==> src/rtl/serial_share_sched.sv <==
// Round-robin time-sharing of one digit-serial deserializer among NREQ producers; frame_cnt built only with SCHED_FRAME_CNT_EN.
// Latency: gnt 1 cycle after req in IDLE, digit k on ser_data at gnt+k+1, frame_vld at gnt+CYCS+1.
// Backpressure: none; a granted frame always runs CYCS beats and waiting producers hold req until granted.
module serial_share_sched #(
    parameter int BW      = 16,
    parameter int CYCS    = 4,
    parameter int VEC_LEN = 27,
    parameter int NREQ    = 4,
    localparam int DW     = BW / CYCS,
    localparam int IDW    = $clog2(NREQ)
) (
    input  logic                                  clock,
    input  logic                                  reset_n,
    input  logic [NREQ-1:0]                       req,
    input  logic [NREQ-1:0][VEC_LEN-1:0][DW-1:0]  digit_in,
    output logic [NREQ-1:0]                       gnt,
    output logic                                  ser_vld,
    output logic [VEC_LEN-1:0][DW-1:0]            ser_data,
    output logic                                  frame_vld,
    output logic [IDW-1:0]                        frame_id,
    output logic [31:0]                           frame_cnt
);
    localparam int BCW = $clog2(CYCS);
    localparam logic [BCW-1:0] LAST_BEAT = BCW'(CYCS - 1);

    typedef enum logic [1:0] {FLUSH, IDLE, XFER} state_t;

    state_t          state;
    logic [BCW-1:0]  beat;
    logic [IDW-1:0]  ptr;
    logic [IDW-1:0]  owner;
    logic [IDW-1:0]  nxt_ptr;
    logic [IDW-1:0]  arb_base;
    logic [IDW-1:0]  arb_idx;
    logic [IDW-1:0]  cand;
    logic            arb_any;
    logic [NREQ-1:0] arb_oh;
    logic            frame_pend;
    logic [IDW-1:0]  pend_id;
    int              j;

    assign nxt_ptr  = (owner == IDW'(NREQ - 1)) ? '0 : owner + 1'b1;
    // At the end of a frame the search already starts past the finishing owner.
    assign arb_base = (state == XFER) ? nxt_ptr : ptr;
    assign arb_oh   = {{(NREQ-1){1'b0}}, 1'b1} << arb_idx;

    // Scan from farthest to nearest so the first requester at/after arb_base wins.
    always_comb begin
        arb_any = 1'b0;
        arb_idx = '0;
        cand    = '0;
        j       = 0;
        for (int i = NREQ - 1; i >= 0; i--) begin
            j = int'(arb_base) + i;
            if (j >= NREQ) j = j - NREQ;
            cand = IDW'(j);
            if (req[cand]) begin
                arb_any = 1'b1;
                arb_idx = cand;
            end
        end
    end

    always_ff @(posedge clock) begin
        if (!reset_n) begin
            state      <= FLUSH;
            beat       <= '0;
            ptr        <= '0;
            owner      <= '0;
            gnt        <= '0;
            ser_vld    <= 1'b0;
            ser_data   <= '0;
            frame_vld  <= 1'b0;
            frame_id   <= '0;
            frame_pend <= 1'b0;
            pend_id    <= '0;
        end else begin
            frame_vld  <= frame_pend;
            if (frame_pend) frame_id <= pend_id;
            frame_pend <= 1'b0;
            ser_vld    <= 1'b0;
            case (state)
                FLUSH: begin
                    if (beat == LAST_BEAT) begin
                        beat  <= '0;
                        state <= IDLE;
                    end else begin
                        beat <= beat + 1'b1;
                    end
                end
                IDLE: begin
                    if (arb_any) begin
                        gnt   <= arb_oh;
                        owner <= arb_idx;
                        beat  <= '0;
                        state <= XFER;
                    end
                end
                XFER: begin
                    ser_vld  <= 1'b1;
                    ser_data <= digit_in[owner];
                    if (beat == LAST_BEAT) begin
                        frame_pend <= 1'b1;
                        pend_id    <= owner;
                        ptr        <= nxt_ptr;
                        beat       <= '0;
                        if (arb_any) begin
                            gnt   <= arb_oh;
                            owner <= arb_idx;
                        end else begin
                            gnt   <= '0;
                            state <= IDLE;
                        end
                    end else begin
                        beat <= beat + 1'b1;
                    end
                end
                default: begin
                    state <= FLUSH;
                    beat  <= '0;
                    gnt   <= '0;
                end
            endcase
        end
    end

`ifdef SCHED_FRAME_CNT_EN
    logic [31:0] cnt_q;

    // Counts on the edge that raises frame_vld so the count tracks the pulse.
    always_ff @(posedge clock) begin
        if (!reset_n) begin
            cnt_q <= '0;
        end else if (frame_pend) begin
            cnt_q <= cnt_q + 32'd1;
        end
    end

    assign frame_cnt = cnt_q;
`else
    assign frame_cnt = '0;
`endif

endmodule
==> config.mk <==
export PLATFORM = sky130hd
export DESIGN_NAME = serial_share_sched
export DESIGN_NICKNAME = d
export VERILOG_FILES = /design/src/rtl/serial_share_sched.sv
export SDC_FILE = /design/constraint.sdc
export NUM_CORES = 1
export LEC_CHECK = 0
export BUFFER_PORTS_ARGS = -buffer_cell sky130_fd_sc_hd__buf_2
export CORE_AREA = 2 2 230 232
export DETAILED_ROUTE_END_ITERATION = 12
export DIE_AREA = 0 0 232 234
export HOLD_SLACK_MARGIN = 0.15
export SETUP_SLACK_MARGIN = 0.1
export SLEW_MARGIN = 20
export SYNTH_ARGS = -nofsm -noshare
export SYNTH_HDL_FRONTEND = slang
export SYNTH_SLANG_ARGS = --single-unit
==> constraint.sdc <==
create_clock -name clock -period 2.1 [get_ports clock]
set_input_delay 0.315 -clock clock [delete_from_list [all_inputs] [get_ports clock]]
set_output_delay 0.315 -clock clock [all_outputs]
set_load 0.01 [all_outputs]
== Yosys cells after proc, flatten, opt, wreduce, memory -nomap -nowiden ==
Cells that the tools add are included.

* Reduce and logical (&&, ||, !) cells: 8
* Shift operators: 1
* $add $sub $neg: 9
* Mux-type cells: 41
* Bitwise gates (word level): 1
* Equality and inequality tests: 8
* $lt $le $gt $ge: 9

{| class="wikitable"
|+ Operator list
! kind !! count
|-
| $bmux 108 s2 || 1
|-
| $mux 108 || 1
|-
| $mux 2 || 18
|-
| $lt 2x3->1 const B || 5
|-
| $mux 4 || 3
|-
| $pmux 4 s3 || 1
|-
| $mux 1 || 10
|-
| $ge 3x3->1 const B || 3
|-
| $bmux 1 s2 || 4
|-
| $pmux 2 s2 || 2
|-
| $sub 2x1->2 const B || 4
|-
| $add 2x2->3 const B || 2
|-
| $eq 2x2->1 const B || 3
|-
| $ne 2x2->1 const B || 3
|-
| $pmux 2 s3 || 1
|-
| $reduce_and 2->1 || 3
|-
| $add 2x1->2 const B || 2
|-
| $reduce_and 4->1 || 1
|-
| $shl 1x2->4 const A || 1
|-
| $add 2x1->3 const B || 1
|-
| $ge 2x3->1 const B || 1
|-
| $reduce_and 3->1 || 1
|-
| $eq 2x1->1 const B || 1
|-
| $logic_not 2->1 || 1
|-
| other kinds (4) || 4
|}

* Word-level logic and storage cells: 114
* Bits of input ports: 438
* Register bits after elaboration: 127

== Longest topological paths before layout ==
Gate-level depths: netlist of run 1.

* Word-level depth: 16
* Mapped depth: 9

== Worst setup path after synthesis of run 1 ==
Ideal clock, no wire load.

* Path kind: reg-to-reg
* Start point: register state[0]
* End point: register gnt[0]
* Stages on the path, launching flop included: 9
* Data arrival time: 1.743 ns
* Setup slack: 0.228 ns
* Period minus slack after synthesis: 1.872 ns
* Data required time: 1.971 ns
* Path through: dfxtp_1 > inv_1 > ha_1 > buf_2 > nor2b_1 > and4bb_4 > nor4_4 > nand2b_1 > o21ai_0

* Cells in the longest elaborated chain, start to end: 15

{| class="wikitable"
|+ RTL lines
! element !! RTL line !! source
|-
| start, declared || 28 || <nowiki>state_t state;</nowiki>
|-
| start signal, assigned || 66 || <nowiki>state <= FLUSH;</nowiki>
|-
| start signal, assigned || 86 || <nowiki>state <= IDLE;</nowiki>
|-
| start signal, assigned || 96 || <nowiki>state <= XFER;</nowiki>
|-
| $eq 2x2->1 || 44, 82 ||
|-
| $mux 2 || 44 || <nowiki>assign arb_base = (state == XFER) ? nxt_ptr : ptr;</nowiki>
|-
| $add 2x2->3 || 54 || <nowiki>j = int'(arb_base) + i;</nowiki>
|-
| $ge 3x3->1 / $sub 2x1->2 (equally long branches) || 55 || <nowiki>if (j >= NREQ) j = j - NREQ;</nowiki>
|-
| $mux 2 || 55 ||
|-
| $bmux 1 s2 || 57 || <nowiki>if (req[cand]) begin</nowiki>
|-
| $mux 1 (implied by the code) || 57 ||
|-
| $mux 2 (4 in a row) || 57 ||
|-
| $shl 1x2->4 || 45 || <nowiki>assign arb_oh = {{(NREQ-1){1'b0}}, 1'b1} << arb_idx;</nowiki>
|-
| $mux 4 || 107 || <nowiki>if (arb_any) begin</nowiki>
|-
| $mux 4 || 102 || <nowiki>if (beat == LAST_BEAT) begin</nowiki>
|-
| $pmux 4 s3 || 82 || <nowiki>case (state)</nowiki>
|-
| end signal, assigned || 93 || <nowiki>gnt <= arb_oh;</nowiki>
|-
| end signal, assigned || 108 || <nowiki>gnt <= arb_oh;</nowiki>
|-
| end, declared || 16 || <nowiki>output logic [NREQ-1:0] gnt,</nowiki>
|}

Several ways; a longest one is shown, not always the timed one. The select of a mux whose other input is x is not followed.
A chain may end at the register's enable or synchronous reset.

== Worst setup path in the final report of run 1 ==
* Start point: register owner[0]
* End point: register gnt[2]

* Cells in the longest elaborated chain, start to end: 16

{| class="wikitable"
|+ RTL lines
! element !! RTL line !! source
|-
| start, declared || 31 || <nowiki>logic [IDW-1:0] owner;</nowiki>
|-
| start signal, assigned || 94 || <nowiki>owner <= arb_idx;</nowiki>
|-
| start signal, assigned || 109 || <nowiki>owner <= arb_idx;</nowiki>
|-
| $add 2x1->2 / $eq 2x2->1 (equally long branches) || 42 || <nowiki>assign nxt_ptr = (owner == IDW'(NREQ - 1)) ? '0 : owner + 1'b1;</nowiki>
|-
| $mux 2 (*) || 42 ||
|-
| net nxt_ptr[1] || 32 || <nowiki>logic [IDW-1:0] nxt_ptr;</nowiki>
|-
| $mux 2 (*) || 44 ||
|-
| $add 2x2->3 || 54 ||
|-
| $ge 3x3->1 / $sub 2x1->2 (equally long branches) || 55 ||
|-
| $mux 2 || 55 ||
|-
| $bmux 1 s2 || 57 ||
|-
| $mux 1 (implied by the code) || 57 ||
|-
| $mux 2 (4 in a row) || 57 ||
|-
| $shl 1x2->4 || 45 ||
|-
| $mux 4 || 107 ||
|-
| $mux 4 || 102 ||
|-
| $pmux 4 s3 || 82 ||
|}

The timed path passes the listed nets; every way through them passes the cells marked *. The select of a mux whose other input is x is not followed.

==> results by group, run 1 <==
Job
  • Maxcap violations: 0

Critical path
  • CP Data Required Time: approximately 2.5 ns
  • R2r worst-path depth: 6
  • Reg2reg end: gnt[2]
  • Worst Path Class, Setup: register to register
  • Crit-path max FO: 6
  • Largest stage delay, worst path: roughly 0.38 ns
  • Reg-to-reg slack, setup: 0.23 ns
  • Critical path startpoint: owner[0]
  • Worst Setup EP: gnt[2]
  • Worst path cell trace: ha_1, mux2i_4, mux2i_2, nor4_4, nand2b_1, o41ai_2
  • Worst EP arrival: ~2.2 ns
  • CP startpoint kind: register
  • Slowest cell on crit path: dfxtp_4
  • Critical path capture point type: register
  • Reg2reg start: owner[0]

Drt
  • Vias per cell: ~3.9
  • Drt pass-1 iters: 4
  • Antenna-violating nets left: 0
  • Vias: 7188
  • Drt drc: 0
  • WL final: 28090 microns
  • Avg WL per Cell: 15.13 microns
  • DRT iter0 DRCs: a little under 200

Pwr
  • Combinational Power Share: between 20% and 30%
  • PwrDens: 675.4 nW/um^2
  • Leak pwr: 4.951 nW
  • Clock power share: 39.2%
  • Net Sw Frac: ~28%
  • Flop pwr share: 32.8%
  • Pint: roughly 5.9 mW
  • Max rail drop VDD: ~0.00048 V
  • Switch Pwr: approximately 2.3 mW

STA
  • Slew headroom: between 60% and 70%
  • Period utilization: 89.13%
  • Slew Limit Fails: 0
  • # setup viols final: 0
  • Hold violation count in the final report: 0
  • RSZ-0062 raised after global routing: false
  • F_max: about 530 MHz
  • Worst-margin pin slew: between 0.5 and 0.6 ns
  • Setup TNS: 0 ns
  • Clock skew: about 0.012 ns
  • Min Tclk post-route: around 1.9 ns

Placed design
  • Gp weighted congestion: 0.9203
  • HPWL after detailed placement: 22790 microns
  • Port bufs: roughly 550

Floorplanning
  • Die Span Y: roughly 230 microns
  • Initial Utilization: 15.09%
  • Core Footprint: about 52000 sq um
  • Row count: between 80 and 90
  • Top-level port count: between 500 and 600
  • Die width: approximately 230 microns
  • Die Area: between 50000 and 60000 sq um

Clock network
  • CTS Hold Bufs: 0
  • Clk_lat worst skew: roughly 0.46 ns
  • Root Driver: clkbuf_16
  • Max clock buf depth: 2
  • CTS tree: done
  • CTS HTree Levels: 4
  • Num CTS Buffers: 17
  • Clock sinks: around 130
  • Clock slew at reported path FFs: approximately 0.060 ns

Synth
  • Yosys reg bits: about 130
  • EDFF count, synth: 0
  • Synth unique cells: 40
  • Post-synthesis simple-gate area fraction: between 10% and 20%
  • Largest family of logic cells by synthesized area: multiplexers
  • Synth Area in Adders: less than 1%
  • Synth async-reset ratio: 0%
  • Mux cell area share after synthesis: between 40% and 50%
  • Post-synth top area share: between 30 and 40%
  • Cells after synthesis: 621
  • Biggest area consumer among synthesized cells: dfxtp_1
  • Post-synthesis sequential area ratio: approximately 32%
  • Mapped Avg Cell Area: about 13 sq um
  • Synth Area in Compound Gates: 1.674%
  • Synth Area in XOR/XNOR: 0%
  • Most frequent cell after synthesis: dfxtp_1
  • Post-synth top flop: dfxtp_1
  • Mapped Area: 7850 sq um
  • Syn. warnings: 0
  • Largest cells by area after synthesis: dfxtp_1, mux4_2, mux2i_1
  • Synth cell count leaders: dfxtp_1, nor2b_1, mux2i_1, mux4_2, buf_4

Layout
  • Share of cells above drive strength 1: roughly 62%
  • Layout net count: roughly 1600
  • Fin util: ~23%
  • Area growth syn-to-layout: 52.93%
  • Area of the multi-input gates: 4950 sq um
  • Number of fill cells: roughly 5600
  • Register area: 2550 sq um

Run status
  • Status: finished, final reports clean

Global routing
  • Global-route wire length before repair: 39800 microns
  • GR Overflow Total: 0
  • Global Route Usage Sum: between 9 and 10%
  • Vias in the first global route: between 7000 and 8000
  • Largest net degree at the start of global routing: 73
  • Initial antenna violation count: 4

Min path
  • Hold Path Stages: 2
  • Hold Crit Class: primary input to register
  • Hold Crit Start: reset_n
-- power by group through the flow --
stage          clock (mW)  sequential (mW)  combinational (mW)
3_5_place_dp            0             2.72                2.26
4_1_cts              3.35             2.67                2.26
5_1_grt              3.42             2.68                2.47
2_1_floorplan           0             2.75                1.45
6_report             3.18             2.66                2.27
3_3_place_gp            0             2.71                2.21
-- worst max-delay path, delay by kind of cell (launching register included) --
kind / cells / cell delay (ns)
compound gates: 1 / 0.23
simple gates: 2 / 0.27
fa+ha+maj: 1 / 0.34
flops: 1 / 0.38
mux: 2 / 0.55
-- layout make-up --
type	count	area share (%)
Antenna cell	1	0.02084
Clock buffer	23	4.148
Clock inverter	9	1.084
Inverter	3	0.09380
Multi-Input combinational cell	436	41.23
Sequential cell	127	21.24
Tap cell	688	7.170
Timing Repair Buffer	570	25.01
-- metrics by stage --
step	cells	setup WS, ns	cell area [sq um]	power, mW	hold WS, ns
2_1_floorplan	652	0.2279	7966	4.197	0.4431
3_3_place_gp	1818	0.1925	11300	4.925	0.4561
3_5_place_dp	1818	0.1067	11300	4.976	0.4807
4_1_cts	1850	0.08934	11930	8.280	0.1710
5_1_grt	1857	0.1209	12010	8.570	0.1920
6_report	1857	0.2282	12010	8.108	0.2207
-- layer usage --
metal | wire (microns) | part of all wire [%] | vias to the layer above | track usage [%]
met3 | 2431 | 8.7 | 41 | 3.405
met4 | 723 | 2.6 | 2 | 5.349
met1 | 11020 | 39 | 3466 | 11.19
met5 | 13 | 0.046 | - | 0
met2 | 13910 | 49 | 347 | 16.67
li1 | - | - | 3332 | -
-- how the worst min path moves through the flow --
stage and to:
4_1_cts ser_data[56], 3_5_place_dp pend_id[1], 2_1_floorplan pend_id[0], 3_3_place_gp gnt[2], 6_report ser_data[56], 5_1_grt ser_data[56]
-- sequential cells by signal, summed over array words and instances (netlist names) --
name,count
pend_id,2
ser_data,108
gnt,4
frame_vld,1
frame_pend,1
beat,2
ptr,2
ser_vld,1
frame_id,2
state,2
owner,2
-- kinds of logic after synthesis --
family	after synthesis
other	1
multiplexers	223
AO/OA/AOI/OAI	17
AND/OR/NAND/NOR	158
flip-flops	127
adder cells (fa/ha/maj)	6
buffers and inverters	89
-- cells in the final DEF, fill, tap and decap left out, types with 5 or more instances in the layout --
master     synthesis  routed
buf_4             41       9
conb_1             1      32
buf_2             13     552
dfxtp_1          127     125
nor2b_1          117     116
mux4_2           108     108
and2_1             5       5
mux2i_1          114     113
nand2_1           15      15
buf_12             0       8
clkbuf_8           0       5
ha_1               6       5
clkbuf_16          0      17
-- repair_timing --
| item | CTS | global route |
|---|---|---|
| pin swaps | 0 | 1 |
| resized for setup | 1 | 6 |
| endpoints found under the setup margin | 2 | 6 |
| buffers inserted | 0 | 6 |
| endpoints found under the hold margin | 0 | 0 |
No activity file was read; power rests on OpenSTA's default activity.
==> run 2, diff against run 1 <==
--- a/config.mk
+++ b/config.mk
@@ -5,11 +5,13 @@
 export SDC_FILE = /design/constraint.sdc
 export NUM_CORES = 1
 export LEC_CHECK = 0
+export ABC_AREA = 1
 export BUFFER_PORTS_ARGS = -buffer_cell sky130_fd_sc_hd__buf_2
 export CORE_AREA = 2 2 230 232
 export DETAILED_ROUTE_END_ITERATION = 12
 export DIE_AREA = 0 0 232 234
 export HOLD_SLACK_MARGIN = 0.15
+export RECOVER_POWER = 100
 export SETUP_SLACK_MARGIN = 0.1
 export SLEW_MARGIN = 20
 export SYNTH_ARGS = -nofsm -noshare
==> run 2 against run 1 <==
Net effect:
- cell area grew 3.0%
- core utilization rose by 0.70 points
- combinational power increased to 3.8 times the previous value
- non-clock buffer count up 17
- wire length up 41%
- total power grew 86%
- clock-buffer cell count stayed put
- critical path depth is 1 higher
- die area unchanged
- flip-flop and latch count did not move
- global-route usage increased by 3.7 points
- fmax is 5.0% lower
- critical path type unchanged
- largest power group is now combinational logic
- highest routed layer unchanged
==> results by group, run 2 <==
Drt
  • DRT iter0 DRCs: 413 (+110%)
  • Avg WL per Cell: 15.39 microns (+1.8%)
  • Vias: 10770 (+50%)
  • Antenna-violating nets left: 0 (unchanged)
  • WL final: 39750 microns (+41%)
  • Drt drc: 0 (unchanged)
  • Drt pass-1 iters: 4 (unchanged)
  • Vias per cell: 4.173 (+7.8%)

Job
  • Maxcap violations: 0 (unchanged)

Synth
  • Post-synth top area share: 30.58% (-1.8 points)
  • Post-synth top flop: dfxtp_1
  • Synth unique cells: 26 (-35%)
  • Syn. warnings: 0 (unchanged)
  • Post-synthesis sequential area ratio: 30.58% (-1.8 points)
  • Synth cell count leaders: nor2_1, o21ai_0, dfxtp_1, inv_1, o22ai_1
  • EDFF count, synth: 0 (unchanged)
  • Most frequent cell after synthesis: nor2_1
  • Yosys reg bits: 127 (unchanged)
  • Largest cells by area after synthesis: dfxtp_1, nor2_1, o21ai_0
  • Synth async-reset ratio: 0% (unchanged)
  • Mapped Area: 8314 sq um (+5.9%)
  • Mapped Avg Cell Area: 6.003 sq um (-53%)
  • Biggest area consumer among synthesized cells: dfxtp_1
  • Cells after synthesis: 1385 (+120%)

Critical path
  • Reg-to-reg slack, setup: 0.13 ns (-0.10 ns)
  • Reg2reg end: ser_data[7]
  • Most Frequent Cell on Critical Path: o21ai_0
  • Largest stage delay, worst path: 0.34 ns (-0.04 ns)
  • CP startpoint kind: register
  • R2r worst-path depth: 7 (+1)
  • Reg2reg start: owner[1]
  • Worst EP arrival: 2.39 ns (+0.16 ns)
  • Critical path capture point type: register
  • Worst Path Class, Setup: register to register
  • Crit-path max FO: 109 (+103)
  • CP Data Required Time: 2.51 ns (+0.05 ns)
  • Worst path cell trace: buf_12, inv_4, buf_6, o21ai_0, o22ai_1, o21ai_0, inv_1
  • Slowest cell on crit path: dfxtp_1

STA
  • Hold Slack: 0.2036 ns (-0.01718 ns)
  • Clock skew: 0.006409 ns (-0.005495 ns)
  • F_max: 507.3 MHz (-5.0%)
  • RSZ-0062 raised after global routing: true
  • # setup viols final: 0 (unchanged)
  • Min Tclk post-route: 1.971 ns (+0.09943 ns)
  • Setup TNS: 0 ns (unchanged)
  • Period utilization: 93.87% (+4.7 points)
  • Hold violation count in the final report: 0 (unchanged)
  • Slew headroom: 46.60% (-18 points)
  • Worst-margin pin slew: 0.8010 ns (+0.2739 ns)
  • Setup slack after layout: 0.1288 ns (-0.09943 ns)
  • Slew Limit Fails: 0 (unchanged)

Pwr
  • Net Sw Frac: 48.35% (+21 points)
  • Flop pwr share: 22.7% (-10 points)
  • Clock power share: 20.0% (-19 points)
  • Pint: 7.783 mW (+33%)
  • Max rail drop VDD: 0.0006163 V (+28%)
  • PwrDens: 1218 nW/um^2 (+80%)
  • Combinational Power Share: 57.3% (+29 points)
  • Switch Pwr: 7.286 mW (+220%)
  • Leak pwr: 6.232 nW (+26%)

Layout
  • Max reg flops: 108 (unchanged)
  • Largest regs: ser_data x108, gnt x4
  • Area growth syn-to-layout: 48.77%
  • Layout net count: 2324 (+45%)
  • Largest Register: ser_data
  • Most frequent cells in the layout: nor2_1, buf_2, o21ai_0
  • Share of cells above drive strength 1: 29.79% (-32 points)
  • Most common cell after layout, fill and taps aside: nor2_1

Global routing
  • Global-route wire length before repair: 55530 microns (+40%)
  • Global Route Usage Sum: 13.65% (+3.7 points)
  • Largest net degree at the start of global routing: 217 (+200%)
  • Vias in the first global route: 9818 (+39%)
  • GR Overflow Total: 0 (unchanged)
  • Initial antenna violation count: 6 (+2)

Floorplanning
  • Die Area: 54290 sq um (unchanged)
  • Row count: 84 (unchanged)
  • Top-level port count: 586 (unchanged)
  • Initial Utilization: 15.98% (+0.89 points)
  • Core Footprint: 52020 sq um (unchanged)
  • Die width: 232 microns (unchanged)
  • Die Span Y: 234 microns (unchanged)

Run status
  • Status: finished, final reports clean

Clock network
  • Clock slew at reported path FFs: 0.06 ns (about the same)
  • CTS tree: done
  • Root Driver: clkbuf_16
  • Max clock buf depth: 2 (unchanged)
  • Num CTS Buffers: 17 (unchanged)
  • CTS Hold Bufs: 0 (unchanged)
  • CTS HTree Levels: 4 (unchanged)
  • Clk_lat worst skew: 0.47 ns (about the same)
  • Clock sinks: 127 (unchanged)

Min path
  • Hold Crit Start: digit_in[104]
  • Hold Path Sink: ser_data[104]
  • Hold Path Stages: 5 (+3)
  • Hold Crit Class: primary input to register

Placed design
  • Gp weighted congestion: 0.8496 (-7.7%)
  • Port bufs: 553 (unchanged)
  • Place WS: 0.07391 ns (-0.03275 ns)
  • HPWL after detailed placement: 29000 microns (+27%)
run 2: power groups by stage:
stage                     combinational (mW)  sequential (mW)  clock (mW)
after detailed placement                8.39             3.45           0
final                                   8.63             3.43        3.01
after global routing                    9.74             3.50        3.24
after CTS                               8.43             3.40        3.15
after global placement                  8.38             3.43           0
after floorplan                         5.17             3.68           0
run 2: cells by family after synthesis:
group | after synthesis | synth area share (%)
AND/OR/NAND/NOR | 516 | 24.77
other | 1 | 0.04510
adder cells (fa/ha/maj) | 6 | 0.9029
AO/OA/AOI/OAI | 463 | 29.77
buffers and inverters | 272 | 13.94
flip-flops | 127 | 30.58
run 2: routing by layer:
metal	wire [microns]	global-route usage (%)	vias up
met5	67	0	-
met4	1328	6.791	10
met3	2972	4.122	73
met2	19190	23.77	458
met1	16190	15.08	4762
li1	-	-	5471
run 2: repair_timing:
item	4_1_cts	5_1_grt
gates cloned	0	1
pin swaps	1	14
resized for setup	2	48
buffers inserted	0	6
setup endpoints to repair	76	42
run 2: worst max path at each step:
stage              from            to  slack (ns)  cells past startpoint
6_report       owner[1]   ser_data[7]        0.13                      7
5_1_grt        state[0]        gnt[1]       0.008                     16
4_1_cts        state[0]        gnt[1]        0.10                     15
3_5_place_dp   state[0]  ser_data[17]        0.07                      6
3_3_place_gp   owner[0]      state[0]        0.11                     13
2_1_floorplan  state[0]        gnt[1]        0.23                     15
run 2: final cells by class:
cell class / count / area, sq um
fill: 6057 / 39660
multi-input combinational: 1017 / 4900
clock inverter: 9 / 81.33
inverter: 130 / 500.5
timing repair buffer: 587 / 2977
sequential: 127 / 2549
clock buffer: 23 / 499.2
antenna: 1 / 2.502
tap: 688 / 860.8
run 2: critical path, delay by kind of cell (launching register included):
family | cells | cell delay (ns)
buffers and inverters | 4 | 0.73
AOI/OAI and AO/OA | 3 | 0.65
DFF | 1 | 0.34
run 2: metrics by stage:
step | area (sq um) | total power [mW] | util, % | cells
global placement | 11700 | 11.81 | 22.49 | 2542
finish | 12370 | 15.07 | 23.78 | 2582
detailed placement | 11700 | 11.84 | 22.49 | 2542
global route | 12370 | 16.49 | 23.77 | 2581
floorplan | 8431 | 8.853 | - | 1416
CTS | 12290 | 14.98 | 23.61 | 2574
